[src/rtl/dii_event_packetizer.sv]
// dii_event_packetizer: turns one fixed-size debug event into a DII packet
// (dest, src, type/flags, WORDS payload flits) on a flat valid/ready port.
// Optional feature macro: DII_EVENT_PACKETIZER_OVERFLOW_EN. When defined, the
// producer is never stalled: events arriving while busy are dropped and
// counted, and the count is reported in the TYPE flit.
module dii_event_packetizer #(
  parameter int unsigned WORDS = 4
) (
  input  logic                  clk,
  input  logic                  rst,
  input  logic [9:0]            id,
  input  logic                  event_valid,
  output logic                  event_ready,
  input  logic [9:0]            event_dest,
  input  logic [7:0]            event_type,
  input  logic [WORDS*16-1:0]   event_data,
  output logic [15:0]           out_data,
  output logic                  out_valid,
  output logic                  out_first,
  output logic                  out_last,
  input  logic                  out_ready
);

  localparam int unsigned CW = (WORDS > 1) ? $clog2(WORDS) : 1;
  localparam int unsigned DW = WORDS * 16;
  localparam logic [CW-1:0] LAST_IDX = CW'(WORDS - 1);

  typedef enum logic [2:0] {
    IDLE    = 3'd0,
    DEST    = 3'd1,
    SRC     = 3'd2,
    TYPE    = 3'd3,
    PAYLOAD = 3'd4
  } state_t;

  state_t          state, state_next;
  logic [CW-1:0]   cnt, cnt_next;
  logic [7:0]      type_q;
  logic [DW-1:0]   data_q;
  logic            capture, fire, stall;
  logic            valid_next, first_next, last_next, ready_next;
  logic [15:0]     data_next;
  logic [7:0]      type_hi;

  // The destination is never re-read after flit0 leaves, so out_data itself
  // is its only holding register.
  assign capture = (state == IDLE) && event_valid && event_ready;
  assign fire    = out_valid && out_ready;
  assign stall   = out_valid && !out_ready;

`ifdef DII_EVENT_PACKETIZER_OVERFLOW_EN
  logic [6:0] drop_cnt, drop_next;
  logic       drop;

  assign drop = event_valid && (state != IDLE);

  // Saturating drop count; TYPE handshake clears it, a same-cycle drop restarts it at 1
  always_comb begin
    drop_next = drop_cnt;
    if ((state == TYPE) && fire) begin
      drop_next = drop ? 7'd1 : 7'd0;
    end else if (drop && (drop_cnt != 7'h7f)) begin
      drop_next = drop_cnt + 7'd1;
    end
  end

  // Drop counter register
  always_ff @(posedge clk) begin
    if (rst) drop_cnt <= 7'd0;
    else     drop_cnt <= drop_next;
  end

  assign type_hi    = {(drop_next != 7'd0), drop_next};
  assign ready_next = 1'b1;
`else
  assign type_hi    = 8'h00;
  assign ready_next = (state_next == IDLE);
`endif

  // Next state, word counter and registered-output values
  always_comb begin
    state_next = state;
    cnt_next   = cnt;
    valid_next = out_valid;
    first_next = out_first;
    last_next  = out_last;
    data_next  = out_data;

    unique case (state)
      IDLE:    if (capture) state_next = DEST;
      DEST:    if (fire) state_next = SRC;
      SRC:     if (fire) state_next = TYPE;
      TYPE: begin
        if (fire) begin
          state_next = PAYLOAD;
          cnt_next   = '0;
        end
      end
      PAYLOAD: begin
        if (fire) begin
          if (cnt == LAST_IDX) begin
            state_next = IDLE;
            cnt_next   = '0;
          end else begin
            cnt_next = cnt + CW'(1);
          end
        end
      end
      default: state_next = IDLE;
    endcase

    // Flit fields only move when the current flit is not stalled
    if (!stall) begin
      valid_next = (state_next != IDLE);
      first_next = (state_next == DEST);
      last_next  = (state_next == PAYLOAD) && (cnt_next == LAST_IDX);
      unique case (state_next)
        DEST:    data_next = {6'b0, event_dest};
        SRC:     data_next = {6'b0, id};
        TYPE:    data_next = {type_hi, type_q};
        PAYLOAD: data_next = data_q[16*int'(cnt_next) +: 16];
        default: data_next = 16'h0000;
      endcase
    end
  end

  // State, counter, captured event and output registers
  always_ff @(posedge clk) begin
    if (rst) begin
      state       <= IDLE;
      cnt         <= '0;
      type_q      <= 8'h00;
      data_q      <= '0;
      out_valid   <= 1'b0;
      out_first   <= 1'b0;
      out_last    <= 1'b0;
      out_data    <= 16'h0000;
      event_ready <= 1'b1;
    end else begin
      state       <= state_next;
      cnt         <= cnt_next;
      out_valid   <= valid_next;
      out_first   <= first_next;
      out_last    <= last_next;
      out_data    <= data_next;
      event_ready <= ready_next;
      if (capture) begin
        type_q <= event_type;
        data_q <= event_data;
      end
    end
  end

endmodule

[config.mk]
export PLATFORM = sky130hd
export DESIGN_NAME = dii_event_packetizer
export DESIGN_NICKNAME = d
export VERILOG_FILES = /design/src/rtl/dii_event_packetizer.sv
export SDC_FILE = /design/constraint.sdc
export NUM_CORES = 1
export LEC_CHECK = 0
export CORE_MARGIN = 5
export CORE_UTILIZATION = 33
export CTS_CLUSTER_SIZE = 28
export DETAILED_ROUTE_END_ITERATION = 8
export PLACE_DENSITY = 0.64
export SETUP_SLACK_MARGIN = 0.4
export SYNTH_ARGS = -nofsm -noshare
export SYNTH_HDL_FRONTEND = slang
export SYNTH_SLANG_ARGS = --single-unit
[constraint.sdc]
create_clock -name clk -period 3 [get_ports clk]
set_input_delay 0.75 -clock clk [delete_from_list [all_inputs] [get_ports clk]]
set_output_delay 0.75 -clock clk [all_outputs]
set_load 0.02 [all_outputs]
Word-level counts from Yosys, hierarchy flattened
Index checks and enable logic that the tools add are counted.
{"block": "op_classes", "add_sub_neg": 1, "mul": 0, "div_mod_pow": 0, "n_lt_le_gt_ge": 0, "n_eq_ne": 10, "n_shift": 1, "muxes": 12, "bitwise_logic": 0, "reduce_logical": 9}
{"cell": "16-bit case mux with 4 select lines", "n": 1}
{"cell": "64-bit by 7-bit variable part select with 16-bit output", "n": 1}
{"cell": "3-bit 2-to-1 mux", "n": 6}
{"cell": "3-bit case mux with 5 select lines", "n": 1}
{"cell": "3-bit by 2-bit equality test with 1-bit output, second input constant", "n": 4}
{"cell": "3-bit by 1-bit equality test with 1-bit output, second input constant", "n": 2}
{"cell": "3-bit equality test, second input constant", "n": 2}
{"cell": "3-bit logical NOT", "n": 2}
{"cell": "2-bit 2-to-1 mux", "n": 3}
{"cell": "1-bit logical AND", "n": 5}
{"cell": "2-bit equality test, second input constant", "n": 2}
{"cell": "2-bit case mux with 2 select lines", "n": 1}
{"cell": "3-bit nonzero test", "n": 1}
{"cell": "2-bit by 1-bit adder with 2-bit output, second input constant", "n": 1}
{"cell": "1-bit logical NOT", "n": 1}
{"block": "totals", "register_bits": 97, "latchBits": 0, "ramBits": 0, "romBits": 0, "in_bits": 96, "out_inout_bits": 20, "word_cells": 42, "mem_count": 0}

Logic depth before layout (Yosys ltp)
Gate-level depths: netlist of run 1.
{"block": "logic_depth", "depth_word": 7, "ltp_mapped": 7}

Least setup slack after synthesis of run 1
OpenSTA, ideal clock, no wires.
{"block": "synth_timing", "path_type": "input port to flip-flop", "start": "input port out_ready", "end": "register out_data[0]", "setup_ns": 0.120, "t_arrival_ns": 1.845, "required_time_ns": 2.880, "slack_ns": 1.036, "stages": 7, "path_buffers": 2, "cell_sequence": "buf_4 nand3_1 o211ai_1 buf_2 mux2i_1 o21ai_0 o31a_1"}
{"block": "synth_via", "elab_chain_len": 5}
{"element": "start: declaration", "line": "21", "rtl": "input logic out_ready"}
{"element": "1-bit logical AND", "line": "48", "rtl": "assign fire = out_valid && out_ready;"}
{"element": "2-bit 2-to-1 mux, or another cell as far along", "line": "100", "rtl": "if (fire) begin"}
{"element": "2-bit case mux with 2 select lines / 3-bit case mux with 5 select lines (equally long branches)", "line": "89", "rtl": "unique case (state)"}
{"element": "64-bit by 7-bit variable part select with 16-bit output, or another cell as far along", "line": "121", "rtl": "PAYLOAD: data_next = data_q[16*int'(cnt_next) +: 16];"}
{"element": "16-bit case mux with 4 select lines", "line": "117", "rtl": "unique case (state_next)"}
{"element": "end signal: assignment", "line": "145", "rtl": "out_data <= data_next;"}
{"element": "end: declaration", "line": "17", "rtl": "output logic [15:0] out_data,"}
Several ways; a longest one is shown, not always the timed one.
A chain may end at the register's enable or synchronous reset.

Worst setup path in the final report of run 1
{"block": "layout_timing", "start": "input port out_ready", "end": "register out_data[6]"}
Same word-level chain as after synthesis.

==> qor.txt, run 1 <==
Async SR Flop Fraction: 0
worst-path fanout max: 8
total congestion overflow: 0
r2r setup slk: 0.65 ns
Die ar.: 16200 um2
Final Max Slew Viols: 0
final hold vios: 0
crit path launch type: input pin
LEAKAGE: 2.22 nW
Peak Freq: 0.404 GHz
Setup WS pre-CTS: 0.119 ns
vias post-DR: 4364
WP data required: 3.24 ns
Min-Delay Path Depth: 2
ant diodes: 0
DR WL/cell: 16.5 um
top-count cell post-synth: nand2_1
clock transition time at the flip-flop clock pins of the worst setup and hold paths: 0.07 ns
CTS tree: yes
Mean Syn Cell Area: 8.03 um2
top post-synthesis cells by count: nand2_1, dfxtp_1, a21oi_1
Die W: 127 um
final net count: 760
Net Count, Synth: 664
VDD IR-drop max: 262 uV
Cell Area, Placed: 5850 um2
largest net degree at the start of global routing: 73
clk buf depth: 2
FF+latch area: 1940 um2
post-route cell area: 6160 um2
first-pass GRT wire length: 22300 um
Synth Warn #: 0
number of synthesized flops with an enable pin: 0
Synth Flop Type: dfxtp_1
RSZ-0062 raised after global routing: no
# fillers: 1384
TNS Setup: 0 ns
Non-Filler Instances: 848
hpwl dp: 10200 um
outcome: finished, final reports clean
# clock sinks: 97
I/O Buffers: 115
Final WS setup: 0.523 ns
layout cells sized above 1: 0.0778
Total GRT Usage: 0.173
Setup Fix Bufs, Post-CTS: 0
vias in the first global route: 4393
ANT nets after route: 0
register area share after synthesis: 0.427
Synth Cell Area: 4550 um2
core footprint: 13700 um2
CTS Buf Count: 9
total wire length: 14000 um
critical path class: in -> reg
element type at the critical path end: register
Rows: 43
Distinct cells, synth: 63
area occupied by multi-input gates: 2390 um2
placed cells: 832
Slew @ Worst Pin: 0.701 ns
Worst Reg-to-Reg Cells: 6
Final setup viols: 0
drt drc: 0
max-cap violation count: 0
Tot Pwr: 3.16 mW
mean number of vias per cell: 5.15
Final Cycle Share: 0.826
CP arrival: 2.72 ns
leading area contributor after synthesis: dfxtp_1
PD cells: 512 nW/um2
Placer Congestion: 0.843
top-area cell type share of the netlist area: 0.427
Gate Count Post-Synth: 567
later-pin clock latency in the skew report: 0.35 ns
Tightest Hold Check Type: reg -> reg
initial core utilization: 0.332
synth top area cells: dfxtp_1, nand2_1, a21oi_1
DRT iter0 DRCs: 449
Die Ht: 127 um
H-tree levels: 3
drt first pass iters: 7
hold slack: 0.455 ns
Synth Register Bits: 97
skew final: 0.00738 ns
Period minus WS final: 2.48 ns
CTS root buf: clkbuf_16
Syn-to-layout area delta: 35.5%
Final Core Density: 0.449
Top Ports: 116
initial antenna violation count: 0
Max-slew headroom: 0.532
[worst paths after layout]
| path | from | to |
|---|---|---|
| hold / removal | data_q[26] | data_q[26] |
| setup reg to reg | state[2] | out_data[12] |
| hold reg to reg | data_q[26] | data_q[26] |
| setup / recovery | out_ready | out_data[6] |
[critical path, stage by stage]
cell	delay, ns
clkdlybuf4s50_1	0.51
buf_4	0.21
and4b_1	0.20
a22oi_2	0.43
a21oi_2	0.17
a21boi_1	0.17
o31a_1	0.28
[sequential cells by signal, indices dropped and copies added (netlist names)]
register	flops
cnt	2
out_last	1
out_first	1
state	3
event_ready	1
out_valid	1
type_q	8
out_data	16
data_q	64
[where the power goes]
part	switching [mW]	leakage (nW)	internal, mW
Clock	0.515	0.149	0.672
Sequential	0.0675	0.792	1.37
Combinational	0.263	1.28	0.267
Total	0.846	2.22	2.31
[layer usage]
metal,vias to the layer above,global-route usage,part of all wire
met2,112,0.275,0.48
li1,2176,-,-
met3,22,0.0418,0.044
met5,-,0,0
met4,0,0.0713,0.028
met1,2054,0.224,0.45
[cells by family (layout without fill, tap and decap cells)]
kind of cell / Yosys count / after routing / synth area share
buffers and inverters: 48 / 149 / 0.0511
muxes: 18 / 18 / 0.0418
AOI/OAI and AO/OA: 174 / 174 / 0.243
DFF: 97 / 97 / 0.427
xor gates and xnor gates: 1 / 1 / 0.00193
adders and majority gates: 1 / 1 / 0.00275
and+or+nand+nor: 228 / 228 / 0.232
[layout make-up]
class                           count  area share
Clock buffer                       10      0.0388
Inverter                            5     0.00304
Clock inverter                      6      0.0106
Tap cell                          180      0.0365
Sequential cell                    97       0.315
Multi-Input combinational cell    422       0.388
Timing Repair Buffer              128       0.208
[cell usage in the layout, fill, tap and decap left out, types with 2 or more instances in the layout]
| master | netlist | layout |
|---|---|---|
| nand2_1 | 172 | 172 |
| clkdlybuf4s50_1 | 0 | 114 |
| dfxtp_1 | 97 | 97 |
| a21oi_1 | 73 | 72 |
| nand3_1 | 20 | 20 |
| a21boi_1 | 17 | 17 |
| o21ai_1 | 16 | 16 |
| mux2i_1 | 15 | 15 |
| o21ai_0 | 15 | 15 |
| buf_4 | 3 | 10 |
| clkbuf_16 | 0 | 9 |
| o211ai_1 | 8 | 8 |
| a222oi_1 | 8 | 8 |
| o31a_1 | 8 | 8 |
| a21boi_0 | 7 | 7 |
| and3_1 | 6 | 6 |
| nor2_1 | 5 | 5 |
| inv_1 | 4 | 4 |
| a21o_1 | 4 | 4 |
| a21oi_2 | 2 | 3 |
| a22oi_1 | 3 | 3 |
| buf_12 | 0 | 3 |
| nor4_4 | 2 | 2 |
| or2_2 | 2 | 2 |
| and3b_1 | 2 | 2 |
| nand4_1 | 2 | 2 |
| inv_6 | 0 | 2 |
| clkinv_2 | 0 | 2 |
[what timing repair did]
item                       4_1_cts  5_1_grt
resized for setup                0        2
hold buffers                     0        0
setup endpoints to repair        0        8
(Power assumes the default switching activity.)
==> run 2: changes to the inputs <==
- clock period: 3 -> 2.3 ns (I/O delays scaled with it)
==> run 2 against run 1 <==
Effect of this change: setup slack lost 0.11 ns; register-to-register slack lost 0.24 ns; count of clock-buffer cells in the layout is the same; wire length up 1.5%; global-route usage fell by 0.18 points; sequential power grew 31%; non-clock buffer count rose by 34; clock power increased by 40%; cell count up 4.0%; hold slack got worse by 0.0023 ns.
==> qor.txt, run 2 (synthesized netlist as in run 1, its figures left out) <==
hpwl dp: 10500 um (was 10200 um)
clk buf depth: 2 (unchanged)
commonest non-fill, non-tap cell in the layout: nand2_1 (unchanged)
Die W: 127 um (unchanged)
Max-slew headroom: 0.625 (was 0.532)
Largest Register: data_q (unchanged)
Final WS setup: 0.413 ns (was 0.523 ns)
RSZ-0062 raised after global routing: yes (was no)
initial antenna violation count: 0 (unchanged)
core footprint: 13700 um2 (unchanged)
H-tree levels: 3 (unchanged)
drt drc: 0 (unchanged)
CP arrival: 2.18 ns (was 2.72 ns)
Setup WS pre-CTS: -0.305 ns (was 0.119 ns)
Slowest cell on crit path: dfxtp_4 (was clkdlybuf4s50_1)
skew final: 0.0115 ns (was 0.00738 ns)
HP Start: data_q[14] (was data_q[26])
CP peak stage delay: 0.36 ns (was 0.51 ns)
Syn-to-layout area delta: 44.8% (was 35.5%)
Hold Path End: data_q[14] (was data_q[26])
outcome: finished, final reports clean (unchanged)
Top Ports: 116 (unchanged)
CTS Hold Bufs: 0 (unchanged)
ANT nets after route: 0 (unchanged)
crit path launch type: register (was input pin)
total congestion overflow: 0 (unchanged)
drt first pass iters: 5 (was 7)
DR WL/cell: 16.1 um (was 16.5 um)
CTS root buf: clkbuf_16 (unchanged)
Period minus WS final: 1.89 ns
Final setup viols: 0 (unchanged)
final hold vios: 0 (unchanged)
area occupied by multi-input gates: 2480 um2 (was 2390 um2)
FF+latch area: 1960 um2 (was 1940 um2)
initial core utilization: 0.332 (unchanged)
final net count: 794 (was 760)
worst r2r src: cnt[1] (was state[2])
total wire length: 14200 um (was 14000 um)
max reg flops: 64 (unchanged)
Die Ht: 127 um (unchanged)
VDD IR-drop max: 388 uV (was 262 uV)
Tightest Hold Check Type: reg -> reg (unchanged)
layout cells sized above 1: 0.144 (was 0.0778)
worst-path fanout max: 8 (unchanged)
largest net degree at the start of global routing: 57 (was 73)
Cell Area, Placed: 6050 um2 (was 5850 um2)
Total GRT Usage: 0.171 (was 0.173)
Min-Delay Path Depth: 2 (unchanged)
Final Max Slew Viols: 0 (unchanged)
reg-to-reg endpoint: out_data[2] (was out_data[12])
CTS tree: yes (unchanged)
max-cap violation count: 0 (unchanged)
Regs by FF count: data_q x64, out_data x16, type_q x8 (unchanged)
worst path cell trace: ha_1, or2_4, mux2_4, a21oi_4, a21boi_4, o31a_1 (was clkdlybuf4s50_1, buf_4, and4b_1, a22oi_2, a21oi_2, a21boi_1, o31a_1)
DRT iter0 DRCs: 286 (was 449)
Worst Reg-to-Reg Cells: 6 (unchanged)
r2r setup slk: 0.41 ns (was 0.65 ns)
Rows: 43 (unchanged)
critical path class: reg -> reg (was in -> reg)
crit-path leading delay family: compound AO/OA/AOI/OAI gates (unchanged)
first-pass GRT wire length: 22100 um (was 22300 um)
ant diodes: 0 (unchanged)
CTS Buf Count: 9 (unchanged)
vias post-DR: 4482 (was 4364)
mean number of vias per cell: 5.08 (was 5.15)
later-pin clock latency in the skew report: 0.35 ns (about the same)
Peak Freq: 0.530 GHz
WP data required: 2.59 ns (was 3.24 ns)
Final Cycle Share: 0.820
Final Core Density: 0.480 (was 0.449)
commonest non-fill, non-tap cells in the layout: nand2_1, dfxtp_1, clkdlybuf4s50_1 (was nand2_1, clkdlybuf4s50_1, dfxtp_1)
PD cells: 652 nW/um2 (was 512 nW/um2)
Slew @ Worst Pin: 0.562 ns (was 0.701 ns)
WP buf/inv: 0 (was 2)
element type at the critical path end: register (unchanged)
LEAKAGE: 2.60 nW (was 2.22 nW)
# fillers: 1329 (was 1384)
Placer Congestion: 0.855 (was 0.843)
vias in the first global route: 4464 (was 4393)
Die ar.: 16200 um2 (unchanged)
post-route cell area: 6590 um2 (was 6160 um2)
Tot Pwr: 4.29 mW (was 3.16 mW)
I/O Buffers: 115 (unchanged)
clock transition time at the flip-flop clock pins of the worst setup and hold paths: 0.07 ns (about the same)
# clock sinks: 97 (unchanged)
[run 2: changes by cell type in the layout (fill, tap and decap cells not counted), moves of 3 or more]
cell             previous run  this run
a21boi_1                   17        12
a21boi_2                    0         3
a21oi_2                     3         0
buf_4                      10        39
clkdlybuf4s50_1           114        92
dfxtp_1                    97        92
dfxtp_4                     0         4
dlygate4sd2_1               0        14
dlymetal6s2s_1              0         7
[run 2: what timing repair did]
item / 4_1_cts / 5_1_grt
setup endpoints to repair: 102 / 24
hold endpoints to repair: 0 / 0
gates cloned: 1 / 0
resized for setup: 35 / 19
pin swaps: 4 / 8
setup buffers: 3 / 7
[run 2: report_power, final]
part	total [mW]	internal, mW	switching, mW	leakage [nW]
Clock	1.67	1.00	0.674	0.166
Combinational	0.739	0.380	0.359	1.64
Sequential	1.88	1.79	0.0865	0.796
[run 2: metrics by stage]
step / hold slack, ns / TNS (ns) / instances
after floorplan: 0.432 / 0 / 567
after global placement: 0.445 / -6.96 / 855
after detailed placement: 0.446 / -8.82 / 855
after CTS: 0.456 / 0 / 875
after global routing: 0.477 / 0 / 882
final: 0.453 / 0 / 882
[run 2: area by class of cell]
cell class              count  share of cell area
clock inverters             6              0.0148
flip-flops and latches     97               0.297
clock buffers              10              0.0363
well taps                 180              0.0342
repair buffers            162               0.238
multi-input cells         422               0.377
inverters                   5             0.00285
[run 2: tightest hold or removal path: stages (launching register included)]
cell and delay [ns]:
dfxtp_1 0.31, nand2_1 0.05, a21oi_1 0.05
[run 2: how the worst max path moves through the flow]
| stage | startpoint | to | cells after the start |
|---|---|---|---|
| floorplan | cnt[0] | out_data[0] | 6 |
| global route | cnt[1] | out_data[2] | 6 |
| detailed placement | out_ready | out_data[2] | 7 |
| CTS | out_data[8] | out_data[8] | 1 |
| global placement | out_ready | out_data[6] | 7 |
| finish | cnt[1] | out_data[2] | 6 |
[run 2: per-layer routing]
| metal | track usage | vias up | share of wire |
|---|---|---|---|
| met3 | 0.0435 | 23 | 0.049 |
| met1 | 0.206 | 2081 | 0.43 |
| met4 | 0.0568 | 0 | 0.023 |
| li1 | - | 2247 | - |
| met2 | 0.296 | 131 | 0.50 |
| met5 | 0 | - | 0 |
==> edit 1: new RTL, settings of run 2 <==
The parameter `WORDS` goes from 4 to 8.
--- a/src/rtl/dii_event_packetizer.sv
+++ b/src/rtl/dii_event_packetizer.sv
@@ -5,5 +5,5 @@
 // counted, and the count is reported in the TYPE flit.
 module dii_event_packetizer #(
-  parameter int unsigned WORDS = 4
+  parameter int unsigned WORDS = 8
 ) (
   input  logic                  clk,
Ports: changed (resized event_data); port bits go from 116 to 180. No check against the original RTL was run, so the function may have changed too.
==> edit 1 against run 2 <==
Cell area increased by 100%; sequential cell count increased by 65; routed wire length increased by 110%; area after synthesis increased by 59%; sequential power increased by 72%; power increased by 100%; worst setup slack got worse by 0.38 ns; critical path depth increased by 4; critical path type unchanged; largest cell class unchanged.
==> edit 1: results (changes against run 2) <==
- Worst EP arrival: 2.57 ns (+0.39 ns)
- Filler cells: 1703 (+28%)
- Skew final: 0.01003 ns (-0.001468 ns)
- Met3 routed WL: 2363 um (+240%)
- Post-DP Area: 9921 um^2 (+64%)
- DP Worst Slack: -0.8330 ns (-0.5283 ns)
- Share of layout cells above drive strength 1: 0.4400 (+0.2962)
- Met2 WL: 14770 um (+110%)
- Met3 Use GR: 0.06370 (+0.02022)
- Status: complete, no violations
- Top routing layer in use: met5
- Synthesized Nets: 1089 (+64%)
- Max IR drop VDD: 0.4609 mV (+19%)
- Post-CTS Resized: 175 (+400%)
- Initial drt markers: 530 (+85%)
- GR Layer Usage met2: 0.3604 (+0.06469)
- Non-Filler Instances: 1489 (+69%)
- Max reg flops: 128 (+100%)
- Synth cell count leaders: 306 x nand2_1, 166 x a21oi_1, 162 x dfxtp_1
- GRT Total Usage: 0.2205 (+0.04967)
- Placed cell count: 1405 (+64%)
- Synth cell types: 56 (-11%)
- First-pass GRT wire length: 42180 um (+91%)
- Final net count: 1358 (+71%)
- Slowest-stage cell, CP: dfxtp_2
- Area contributors post-synth: dfxtp_1 45%, nand2_1 16%, a21oi_1 11%
- # port buffers: 179 (+56%)
- Top Registers: data_q x128, out_data x16, type_q x8
- Clock latency on the worst-skew pair: 0.43 ns (+0.08 ns)
-- edit 1: cell count changes after synthesis, moves of 13 or more --
cell / delta
clkbuf_1: +21
nor2_1: +16
nand2_1: +134
a21boi_1: -17
a21oi_1: +93
dfxtp_1: +65
mux2i_1: +24
o21ai_1: -15
and2_1: +13
-- edit 1: worst paths after layout --
check                                 from          end  slack (ns)  cells past startpoint
worst max-delay path              state[1]  out_data[7]        0.03                     10
worst min-delay path            data_q[80]   data_q[80]        0.46                      2
worst max register to register    state[1]  out_data[7]        0.03                     10
worst min register to register  data_q[80]   data_q[80]        0.46                      2
-- edit 1: layout make-up --
| type | instances | area (um^2) | share of cell area |
|---|---|---|---|
| Multi-Input combinational cell | 693 | 5545 | 0.4158 |
| Sequential cell | 162 | 3256 | 0.2441 |
| Clock inverter | 14 | 190.2 | 0.01426 |
| Inverter | 2 | 7.507 | 0.0005630 |
| Timing Repair Buffer | 320 | 3557 | 0.2667 |
| Clock buffer | 18 | 429.2 | 0.03218 |
| Tap cell | 280 | 350.3 | 0.02627 |
-- edit 1: power breakdown --
part	leakage (nW)	switching [mW]	internal, mW
clock network	0.294	1.27	1.75
registers	1.33	0.184	3.05
logic	3.80	1.25	1.28
total	5.42	2.71	6.08
-- edit 1: kinds of logic (layout without fill, tap and decap cells) --
group                      Yosys count  after routing  synth area share
buffers and inverters               72            354           0.04599
AOI/OAI and AO/OA                  254            254            0.2089
DFF                                162            162            0.4481
and+or+nand+nor                    390            390            0.2251
adders and majority gates            2              2          0.003457
muxes                               47             47           0.06846
-- edit 1: worst reg2reg max path: cells and delay by family (launching register included) --
family          cells  cell delay [ns]
simple gates        2             0.32
flops               1             0.36
compound gates      3             0.76
buf+inv             5             0.70
==> edit 2: new RTL, flow settings as in run 2 <==
Without the edit above. The 5 states of `state_t` get a one-hot encoding in 5 bits.
--- a/src/rtl/dii_event_packetizer.sv
+++ b/src/rtl/dii_event_packetizer.sv
@@ -26,10 +26,10 @@
   localparam logic [CW-1:0] LAST_IDX = CW'(WORDS - 1);
 
-  typedef enum logic [2:0] {
-    IDLE    = 3'd0,
-    DEST    = 3'd1,
-    SRC     = 3'd2,
-    TYPE    = 3'd3,
-    PAYLOAD = 3'd4
+  typedef enum logic [4:0] {
+    IDLE    = 5'b00001,
+    DEST    = 5'b00010,
+    SRC     = 5'b00100,
+    TYPE    = 5'b01000,
+    PAYLOAD = 5'b10000
   } state_t;
 
Check against the original RTL: no difference found for any inputs over 10 cycles, from zero or initial values and one cycle with rst high; not proved beyond that.
==> edit 2 against run 2 <==
Sequential cell count rose by 2; hold slack better by 0.0023 ns; worst setup slack got worse by 0.19 ns; cell area is 1.5% lower; area after synthesis fell by 5.5%; clock power fell by 11%; routed wire length shrank 2.7%; sequential share of layout area increased by 1.1 points; power grew 4.7%; largest cell class unchanged; largest power group unchanged.
==> edit 2: results (changes against run 2) <==
- Status: complete, no violations
- TritonRoute pass-1 iters: 7 (+2)
- Vias in the first global route: 3982 (-11%)
- Synth cell types: 48 (-24%)
- Final net count: 754 (-5.0%)
- Skew final: 0.01257 ns (+0.001073 ns)
- Placed cell count: 796 (-6.9%)
- Multi-input gate share of total cell area: 0.3529 (-0.02370)
- Sequential share of cell area: 0.3078 (+0.01057)
- DR vias: 4167 (-7.0%)
- R2R Setup Slk: 0.22 ns (-0.19 ns)
- Wire length on met1: 6388 um (+4.8%)
- R2R Path End: out_data[0]
- Non-clock buffer share: 0.2588 (+0.02084)
- Filler cells: 1250 (-5.9%)
- Final worst setup slack: 0.2210 ns (-0.1920 ns)
- Vias per inst: 4.996 (-1.7%)
- Cell depth of the worst flop-to-flop path: 7 (+1)
- Initial drt markers: 351 (+23%)
- Met3 routed WL: 995 um (+43%)
- Max IR drop VDD: 0.4571 mV (+18%)
- WHS: 0.4551 ns (+0.002291 ns)
- RePlAce Congestion: 0.8316 (-2.7%)
- Pin count of the biggest net entering global routing: 82 (+44%)
- Lkg Pwr: 2.470 nW (-5.0%)
- Max_slew headroom: 0.4473 (-0.1781)
- Sequential share of the synthesized area: 0.4607 (+0.03401)
- Finished Core Util: 0.5099 (+0.02977)
- Routed WL per cell: 16.55 um (+2.9%)
- GRT Total Usage: 0.1710 (+0.0001764)
- Dpl hpwl: 9554 um (-9.2%)
==> edit 2: changes by cell type in the layout (fill, tap and decap cells not counted), sizes merged, moves of 5 or more <==
cell / change
o21ai: -26
a21boi: -24
nand3: -16
mux2: +15
nand2: -10
buf: +9
o31a: -8
a22oi: +6
a21oi: +5
a311oi: +5
==> edit 2: cells by family (layout without fill, tap and decap cells) <==
group           Yosys count  in the layout  share of synthesized area
simple gates            206            206                     0.2080
compound gates          133            133                     0.2004
flops                    99             99                     0.4607
buf+inv                  41            190                    0.04625
mux                      33             33                    0.08173
fa+ha+maj                 1              1                   0.002908
==> edit 2: per-layer routing <==
metal	global-route usage	vias to the layer above
li1	-	2076
met1	0.2405	1951
met2	0.2625	132
met3	0.03815	8
met4	0.04997	0
met5	0	-
==> edit 2: report_power, final <==
| group | switching [mW] | internal [mW] | total [mW] |
|---|---|---|---|
| logic | 0.516 | 0.506 | 1.02 |
| registers | 0.112 | 1.88 | 2.00 |
| clock network | 0.690 | 0.787 | 1.48 |
